==> src/rtl/aib_wb2apb_pkg.sv <==
// Shared types and constants for the AIB Wishbone-to-APB bridge.
// Timeout support in the top module is enabled with AIB_WB2APB_TIMEOUT_EN.
package aib_wb2apb_pkg;

   typedef enum logic [1:0] {
      IDLE,
      SETUP,
      ACCESS
   } state_t;

   typedef struct packed {
      logic        we;
      logic [31:0] addr;
      logic [3:0]  sel;
      logic [31:0] wdata;
   } req_t;

   localparam logic [31:0] ERR_RDATA = 32'hDEAD_BEEF;

endpackage

==> src/rtl/aib_wb2apb_fifo.sv <==
// Request FIFO for the AIB bridge: DEPTH entries of req_t, head is the oldest entry.
// Caller guarantees no push when full and no pop when empty.
module aib_wb2apb_fifo
   import aib_wb2apb_pkg::*;
#(
   parameter int DEPTH = 2
) (
   input  logic                     clk,
   input  logic                     rst,
   input  logic                     push,
   input  logic                     pop,
   input  req_t                     din,
   output req_t                     head,
   output logic                     full,
   output logic                     empty,
   output logic [$clog2(DEPTH):0]   count
);

   localparam int AW = $clog2(DEPTH);
   localparam int CW = AW + 1;

   logic [AW-1:0] wr_ptr;
   logic [AW-1:0] rd_ptr;
   req_t          mem [DEPTH];

   always_ff @(posedge clk or posedge rst) begin
      if (rst) begin
         wr_ptr <= '0;
         rd_ptr <= '0;
         count  <= '0;
      end else begin
         if (push) wr_ptr <= wr_ptr + AW'(1);
         if (pop)  rd_ptr <= rd_ptr + AW'(1);
         case ({push, pop})
            2'b10:   count <= count + CW'(1);
            2'b01:   count <= count - CW'(1);
            default: count <= count;
         endcase
      end
   end

   // Storage carries no reset; entries are only observed once counted.
   always_ff @(posedge clk) begin
      if (push) mem[wr_ptr] <= din;
   end

   assign head  = mem[rd_ptr];
   assign full  = (count == CW'(DEPTH));
   assign empty = (count == '0);

endmodule

==> src/rtl/aib_wb2apb_bridge.sv <==
// Pipelined Wishbone to APB bridge for the AIB window; one in-order ack per accepted request.
// Optional ACCESS-phase timeout with sticky o_err is enabled by defining AIB_WB2APB_TIMEOUT_EN.
//
// state  | meaning
// IDLE   | no transfer; waiting for a queued or incoming request
// SETUP  | psel high, APB fields driven from the FIFO head
// ACCESS | psel and penable high, waiting for pready (or timeout)
module aib_wb2apb_bridge
   import aib_wb2apb_pkg::*;
#(
   parameter int DEPTH       = 2,
   parameter int TIMEOUT_CYC = 255
) (
   input  logic        i_clk,
   input  logic        i_rst,
   input  logic        i_wb_stb,
   input  logic        i_wb_we,
   input  logic [31:0] i_wb_addr,
   input  logic [3:0]  i_wb_sel,
   input  logic [31:0] i_wb_wdata,
   output logic        o_wb_stall,
   output logic        o_wb_ack,
   output logic [31:0] o_wb_rdata,
   output logic        o_psel,
   output logic        o_penable,
   output logic        o_pwrite,
   output logic [31:0] o_paddr,
   output logic [3:0]  o_pstrb,
   output logic [31:0] o_pwdata,
   input  logic        i_pready,
   input  logic [31:0] i_prdata,
   output logic        o_err
);

   localparam int CW = $clog2(DEPTH) + 1;

   if (DEPTH < 2 || (DEPTH & (DEPTH - 1)) != 0) begin : g_bad_depth
      $error("DEPTH must be a power of two and at least 2");
   end
   if (TIMEOUT_CYC < 1) begin : g_bad_timeout
      $error("TIMEOUT_CYC must be at least 1");
   end

   state_t          state;
   req_t            wreq;
   req_t            head;
   logic            full;
   logic            empty;
   logic [CW-1:0]   count;
   logic            push;
   logic            done;
   logic            timeout_hit;
   logic            psel_q;
   logic            penable_q;

   assign wreq.we    = i_wb_we;
   assign wreq.addr  = i_wb_addr;
   assign wreq.sel   = i_wb_sel;
   assign wreq.wdata = i_wb_wdata;

   assign o_wb_stall = full;
   assign push       = i_wb_stb && !full;
   assign done       = (state == ACCESS) && (i_pready || timeout_hit);

   aib_wb2apb_fifo #(.DEPTH(DEPTH)) u_fifo (
      .clk   (i_clk),
      .rst   (i_rst),
      .push  (push),
      .pop   (done),
      .din   (wreq),
      .head  (head),
      .full  (full),
      .empty (empty),
      .count (count)
   );

   always_ff @(posedge i_clk or posedge i_rst) begin
      if (i_rst) begin
         state      <= IDLE;
         psel_q     <= 1'b0;
         penable_q  <= 1'b0;
         o_wb_ack   <= 1'b0;
         o_wb_rdata <= '0;
      end else begin
         o_wb_ack <= 1'b0;
         case (state)
            IDLE: begin
               if (!empty || push) begin
                  state  <= SETUP;
                  psel_q <= 1'b1;
               end
            end
            SETUP: begin
               state     <= ACCESS;
               penable_q <= 1'b1;
            end
            ACCESS: begin
               if (done) begin
                  o_wb_ack   <= 1'b1;
                  o_wb_rdata <= (!i_pready && timeout_hit) ? ERR_RDATA :
                                (head.we ? 32'h0 : i_prdata);
                  penable_q  <= 1'b0;
                  // Another entry left after this pop: chain straight into its SETUP.
                  if (count > CW'(1) || push) begin
                     state <= SETUP;
                  end else begin
                     state  <= IDLE;
                     psel_q <= 1'b0;
                  end
               end
            end
            default: begin
               state     <= IDLE;
               psel_q    <= 1'b0;
               penable_q <= 1'b0;
            end
         endcase
      end
   end

   // APB fields come straight from the FIFO head, which is stable until the pop.
   assign o_psel    = psel_q;
   assign o_penable = penable_q;
   assign o_pwrite  = psel_q && head.we;
   assign o_paddr   = psel_q ? head.addr : 32'h0;
   assign o_pstrb   = (psel_q && head.we) ? head.sel : 4'h0;
   assign o_pwdata  = psel_q ? head.wdata : 32'h0;

`ifdef AIB_WB2APB_TIMEOUT_EN
   localparam int TW = (TIMEOUT_CYC > 1) ? $clog2(TIMEOUT_CYC) : 1;

   logic [TW-1:0] tmo_cnt;
   logic          err_q;

   // Down-counter loaded in SETUP; terminal count marks the last allowed ACCESS cycle.
   assign timeout_hit = (state == ACCESS) && !i_pready && (tmo_cnt == '0);

   always_ff @(posedge i_clk or posedge i_rst) begin
      if (i_rst) begin
         tmo_cnt <= '0;
         err_q   <= 1'b0;
      end else begin
         if (state == SETUP) begin
            tmo_cnt <= TW'(TIMEOUT_CYC - 1);
         end else if (state == ACCESS && !i_pready && tmo_cnt != '0) begin
            tmo_cnt <= tmo_cnt - TW'(1);
         end
         if (timeout_hit) err_q <= 1'b1;
      end
   end

   assign o_err = err_q;
`else
   assign timeout_hit = 1'b0;
   assign o_err       = 1'b0;
`endif

endmodule

==> config.mk <==
export PLATFORM = sky130hd
export DESIGN_NAME = aib_wb2apb_bridge
export DESIGN_NICKNAME = d
export VERILOG_FILES = /design/src/rtl/aib_wb2apb_pkg.sv /design/src/rtl/aib_wb2apb_fifo.sv /design/src/rtl/aib_wb2apb_bridge.sv
export SDC_FILE = /design/constraint.sdc
export NUM_CORES = 1
export LEC_CHECK = 0
export ABC_AREA = 1
export BUFFER_PORTS_ARGS = -buffer_cell sky130_fd_sc_hd__buf_2
export CORE_MARGIN = 3
export CORE_UTILIZATION = 46
export DETAILED_ROUTE_END_ITERATION = 8
export PLACE_DENSITY = 0.76
export SLEW_MARGIN = 25
export SYNTH_ARGS = -nofsm -noshare
export SYNTH_HDL_FRONTEND = slang
export SYNTH_SLANG_ARGS = --single-unit
==> constraint.sdc <==
create_clock -name i_clk -period 3.9 [get_ports i_clk]
set_input_delay 0.39 -clock i_clk [delete_from_list [all_inputs] [get_ports i_clk]]
set_output_delay 0.39 -clock i_clk [all_outputs]
set_load 0.005 [all_outputs]
Yosys cells after proc, flatten, opt, wreduce, memory -nomap -nowiden
Memory sizes are Yosys's and may differ from the RTL's.
Index checks and enable logic that the tools add are counted.
- bits in registers: 41
- bits in writable memories: 138
- input port bits: 105
- output and inout port bits: 106
- logic and storage cells: 57
- memories: 1
- add/sub/neg operators: 4
- $lt $le $gt $ge: 1
- equality and inequality tests: 8
- mux-type cells: 19
- bitwise operators: 2
- reduce and logical (&&, ||, !) cells: 14
- memories (name ; depth ; bits a word ; rd ports ; clocked after memory_dff ; wr ports ; line ; RTL):
    u_fifo.mem ; 2 ; 69 ; 1 ; 0 ; 1 ; aib_wb2apb_fifo.sv:24 ; req_t mem [DEPTH];
- operator list (cell ; number):
    32-bit two-way mux ; 3
    1-bit two-way mux ; 9
    2-bit equality test, second input constant ; 3
    1-bit one-hot mux with 3 select lines ; 2
    2-bit one-hot mux with 3 select lines ; 1
    2-bit AND reduction ; 3
    2-bit by 1-bit equality test with 1-bit output, second input constant ; 2
    2-bit zero test ; 2
    2-bit two-way mux ; 2
    4-bit two-way mux ; 1
    2-bit != test, second input constant ; 2
    2-bit one-hot mux with 2 select lines ; 1
    4-bit AND reduction ; 1
    1-bit logical AND ; 3
    1-bit adder, second input constant ; 2
    2-bit by 1-bit adder with 2-bit output, second input constant ; 1
    2-bit by 1-bit greater-than comparator with 1-bit output, second input constant ; 1
    1-bit zero test ; 2
    1-bit logical OR ; 2
    2-bit by 1-bit != test with 1-bit output, second input constant ; 1
    1-bit NOT ; 2
    2-bit nonzero test ; 1
    2-bit by 1-bit subtractor with 2-bit output, second input constant ; 1

Logic depth before layout (Yosys ltp)
- word-level depth: 7
- mapped depth: 9
- depth with buffers taken out: 9

Cells and area by module
Synthesis repeated with hierarchy kept, for this count alone.
- cells, all modules: 707
- area, all modules: 7489.7 um^2
- modules (own cells, without submodules) (module ; times used ; cells an instance ; area an instance (um^2) ; seq. area each (um^2)):
    aib_wb2apb_fifo ; 1 ; 385 ; 5316.3 ; 4244.1
    aib_wb2apb_bridge ; 1 ; 322 ; 2173.3 ; 925.9

Least setup slack after synthesis
OpenSTA, ideal clock, no wires.
- path kind: reg-to-reg
- from: register u_fifo.count[0]
- to: memory u_fifo.mem[0][0] (netlist name), enable pin
- library setup time: 0.497 ns
- data arrival time: 3.732 ns
- required time: 3.403 ns
- slack: -0.329 ns
- cell stages (with the launch flop): 6
- buffers on the path: 0
- period minus slack after synthesis: 4.229 ns
- cell sequence: dfrtp_1 inv_1 ha_1 inv_1 nand2_1 nor2_1
- cells in the longest elaborated chain, start to end: 5
- RTL lines (item ; line ; RTL):
    start: declaration ; aib_wb2apb_fifo.sv:16 ; output logic [$clog2(DEPTH):0] count
    start signal: assignment ; aib_wb2apb_fifo.sv:35 ; 2'b10: count <= count + CW'(1);
    start signal: assignment ; aib_wb2apb_fifo.sv:36 ; 2'b01: count <= count - CW'(1);
    start signal: assignment ; aib_wb2apb_fifo.sv:37 ; default: count <= count;
    2-bit equality test ; aib_wb2apb_fifo.sv:48 ; assign full = (count == CW'(DEPTH));
    named net o_wb_stall ; aib_wb2apb_bridge.sv:21 ; output logic o_wb_stall,
    1-bit zero test ; aib_wb2apb_bridge.sv:62 ; assign push = i_wb_stb && !full;
    1-bit logical AND ; aib_wb2apb_bridge.sv:62 ;
    1-bit two-way mux ; aib_wb2apb_fifo.sv:44 ; if (push) mem[wr_ptr] <= din;
    1-bit two-way mux (implied by the code) ; aib_wb2apb_fifo.sv:44 ;
    end: declaration ; aib_wb2apb_fifo.sv:24 ;
The timed path passes the listed nets, and every way through them passes these cells.

Final worst setup path
- from: register u_fifo.rd_ptr
- to: output port o_pstrb[3]
- cells in the longest elaborated chain, start to end: 3
- RTL lines (item ; line ; RTL):
    start: declaration ; aib_wb2apb_fifo.sv:23 ; logic [AW-1:0] rd_ptr;
    start signal: assignment ; aib_wb2apb_fifo.sv:33 ; if (pop) rd_ptr <= rd_ptr + AW'(1);
    memory read 2 x 69 bit (*) ; n/a ;
    1-bit logical AND ; aib_wb2apb_bridge.sv:126 ; assign o_pstrb = (psel_q && head.we) ? head.sel : 4'h0;
    4-bit two-way mux (*) ; aib_wb2apb_bridge.sv:126 ;
    end: declaration ; aib_wb2apb_bridge.sv:28 ; output logic [3:0] o_pstrb,
Every way passes the cells marked *; elsewhere a longest branch is shown, timed or not.

==> flow_metrics.tcl <==
set metrics [dict create \
    synthCells 561 \
    drt-total-wl_um 14600 \
    drv_cap 0 \
    clock_path_buffers 2 \
    htreeDepth 4 \
    arrival_ns 2.29 \
    crit_required_ns 3.51 \
    min_period_ns 2.68 \
    vias 4744 \
    die_h_um 129 \
    firstDrtPassIters 4 \
    max_freq_mhz 373 \
    io_buffers 209 \
    antenna_found_initial 1 \
    wire_per_inst_um 15.2 \
    powerDensity_nw_per_um2 777 \
    cts_buffers 17 \
    dieWidth_um 129 \
    synth.avg_cell_area_um2 12.4 \
    whs_ns 0.0792 \
    cts_sinks 179 \
    rsz0062_at_grt "no" \
    path_clk_slew_ns 0.07 \
    yosys_warnings 0 \
    die-area_um2 16600 \
    cp_max_fo 70 \
    p_leak_nw 3.90 \
    cts-resized-gates 0 \
    post_cts_buffers 0 \
    power.switching_mw 2.23 \
    grt_usage 0.175 \
    routabilityCongestion 0.739 \
    drive_gt1_frac 0.327 \
    synth.net_count 670 \
    worst_pin_slew_ns 0.989 \
    cts_root_buf "clkbuf_16" \
    clockPowerShare 0.259 \
    setup_viol_count_final 0 \
    io_pins 211 \
    clock-skew-final_ns 0.00894 \
    status "finished, final reports clean" \
    setup_slack_ns 1.22 \
    maxSlewHeadroom 0.340 \
    synth-seq-cells 179 \
    cts_tree "yes" \
    p_comb_frac 0.309 \
    drt-initial-drc-count 366 \
    post-place-ws_ns 1.57 \
    grt_pass1_wl_um 22000 \
    viasPerCell 4.94 \
    final-max-slew-violation-count 0 \
    synth_cell_type_count 22 \
    ir_drop_mv 0.322 \
    drc 0 \
    netlist_area_um2 6930 \
    internal_power_mw 4.51 \
    grt_max_degree 71 \
    cts_hold_buf 0 \
    yosysSeqAreaShare 0.746 \
    final_core_util 0.593 \
    cp-start-kind "flop" \
    area_delta_synth_final_pct 25.2 \
    hold_class "in2async" \
    final_antenna_net_count 0 \
    clock_latency_ns 0.42 \
    min_period_over_period 0.687 \
    seq_power_share 0.432 \
    grt_overflow_total 0 \
    multi_input_area_um2 1490 \
    regArea_um2 5170 \
    fillers 1172 \
    endpoint_kind "output pin" \
    num_rows 44 \
    nets 872 \
    worstSetupPathType "reg2out" \
    hpwl_um 9430 \
    diodes 0 \
    hold_viol 0 \
    core_um2 14600 \
    p_sw_frac 0.331 \
    start_util 0.473 \
    grt_pass1_vias 4416 \
]
-- per-stage QoR --
stage,cells,setup TNS [ns],area (µm²),total power [mW]
global route,960,0,8680,7.21
global placement,928,0,8060,5.01
detailed placement,928,0,8060,5.06
floorplan,561,-45.34,6930,4.22
finish,960,0,8680,6.74
CTS,960,0,8680,6.83
-- power groups by stage --
stage	Sequential (mW)	Clock, mW	Combinational [mW]
global placement	2.93	0	2.09
global route	2.96	1.86	2.38
detailed placement	2.93	0	2.13
CTS	2.91	1.79	2.13
floorplan	2.88	0	1.34
finish	2.91	1.75	2.08
-- registers in the layout (all words and copies together) (netlist names) --
register and cells:
o_penable 1, o_psel 1, o_wb_ack 1, o_wb_rdata 32
state 2, u_fifo.count 2, u_fifo.mem 138, u_fifo.rd_ptr 1
u_fifo.wr_ptr 1
-- metal layers --
layer | GRT usage | part of all wire | up-vias
li1 | - | - | 2308
met1 | 0.224 | 0.41 | 2221
met2 | 0.280 | 0.48 | 194
met3 | 0.0631 | 0.087 | 19
met4 | 0.0568 | 0.015 | 2
met5 | 0 | 0.00089 | -
-- layout by cell type (no fill, tap or decap), types with 4 or more instances in the layout --
master | netlist | layout
nand3_1 | 35 | 35
nor2_1 | 135 | 133
nand2_1 | 79 | 79
bufinv_16 | 0 | 4
edfxtp_1 | 138 | 138
inv_1 | 15 | 15
clkbuf_16 | 0 | 17
buf_2 | 2 | 209
o21ai_0 | 65 | 65
dfrtp_1 | 41 | 39
mux2i_1 | 4 | 4
buf_4 | 4 | 5
ha_1 | 4 | 4
-- worst max-delay path: stages (launching register included) --
cell	delay, ns
dfrtp_2	0.36
buf_4	0.54
nand2_2	0.14
o21ai_4	0.07
buf_4	0.34
nor2_2	0.11
inv_1	0.13
nor2_1	0.05
buf_2	0.13
-- Yosys cell counts, drive strengths merged --
| cell | count | area [µm²] |
|---|---|---|
| a21oi | 1 | 5.00 |
| buf | 18 | 168 |
| clkbuf | 14 | 52.6 |
| conb | 1 | 3.75 |
| dfrtp | 41 | 1030 |
| edfxtp | 138 | 4140 |
| ha | 4 | 50.1 |
| inv | 17 | 63.8 |
| mux2i | 4 | 40.0 |
| nand2 | 81 | 309 |
| nand3 | 35 | 175 |
| nor2 | 137 | 519 |
| o21ai | 66 | 342 |
| xnor2 | 2 | 17.5 |
| xor2 | 2 | 17.5 |
-- layout make-up --
class | count | area share
Inverter | 17 | 0.00735
Tap cell | 184 | 0.0265
Timing Repair Buffer | 215 | 0.127
Multi-Input combinational cell | 333 | 0.172
Sequential cell | 179 | 0.596
Clock inverter | 13 | 0.0210
Clock buffer | 19 | 0.0499
-- final timing paths --
check,start,endpoint,slack (ns),cells after the start
min reg2reg,o_wb_rdata[6],o_wb_rdata[6],0.47,2
min in group i_clk,i_wb_addr[5],u_fifo.mem[0][41],0.16,1
max,u_fifo.rd_ptr,o_pstrb[3],1.22,8
max reg2reg,u_fifo.count[0],u_fifo.mem[0][3],1.58,6
min,i_rst,o_wb_rdata[16],0.08,3
max in group asynchronous,i_rst,u_fifo.rd_ptr,3.44,3
-- logic make-up (layout without fill, tap and decap cells) --
family / after synthesis / count (layout) / share of synthesized area
AO/OA/AOI/OAI: 67 / 67 / 0.0500
buffers and inverters: 49 / 264 / 0.0410
adder cells (fa/ha/maj): 4 / 4 / 0.00722
multiplexers: 4 / 4 / 0.00578
AND/OR/NAND/NOR: 253 / 253 / 0.145
flip-flops: 179 / 179 / 0.746
other: 1 / 1 / 0.000541
XOR/XNOR: 4 / 4 / 0.00505
(Power assumes the default switching activity.)
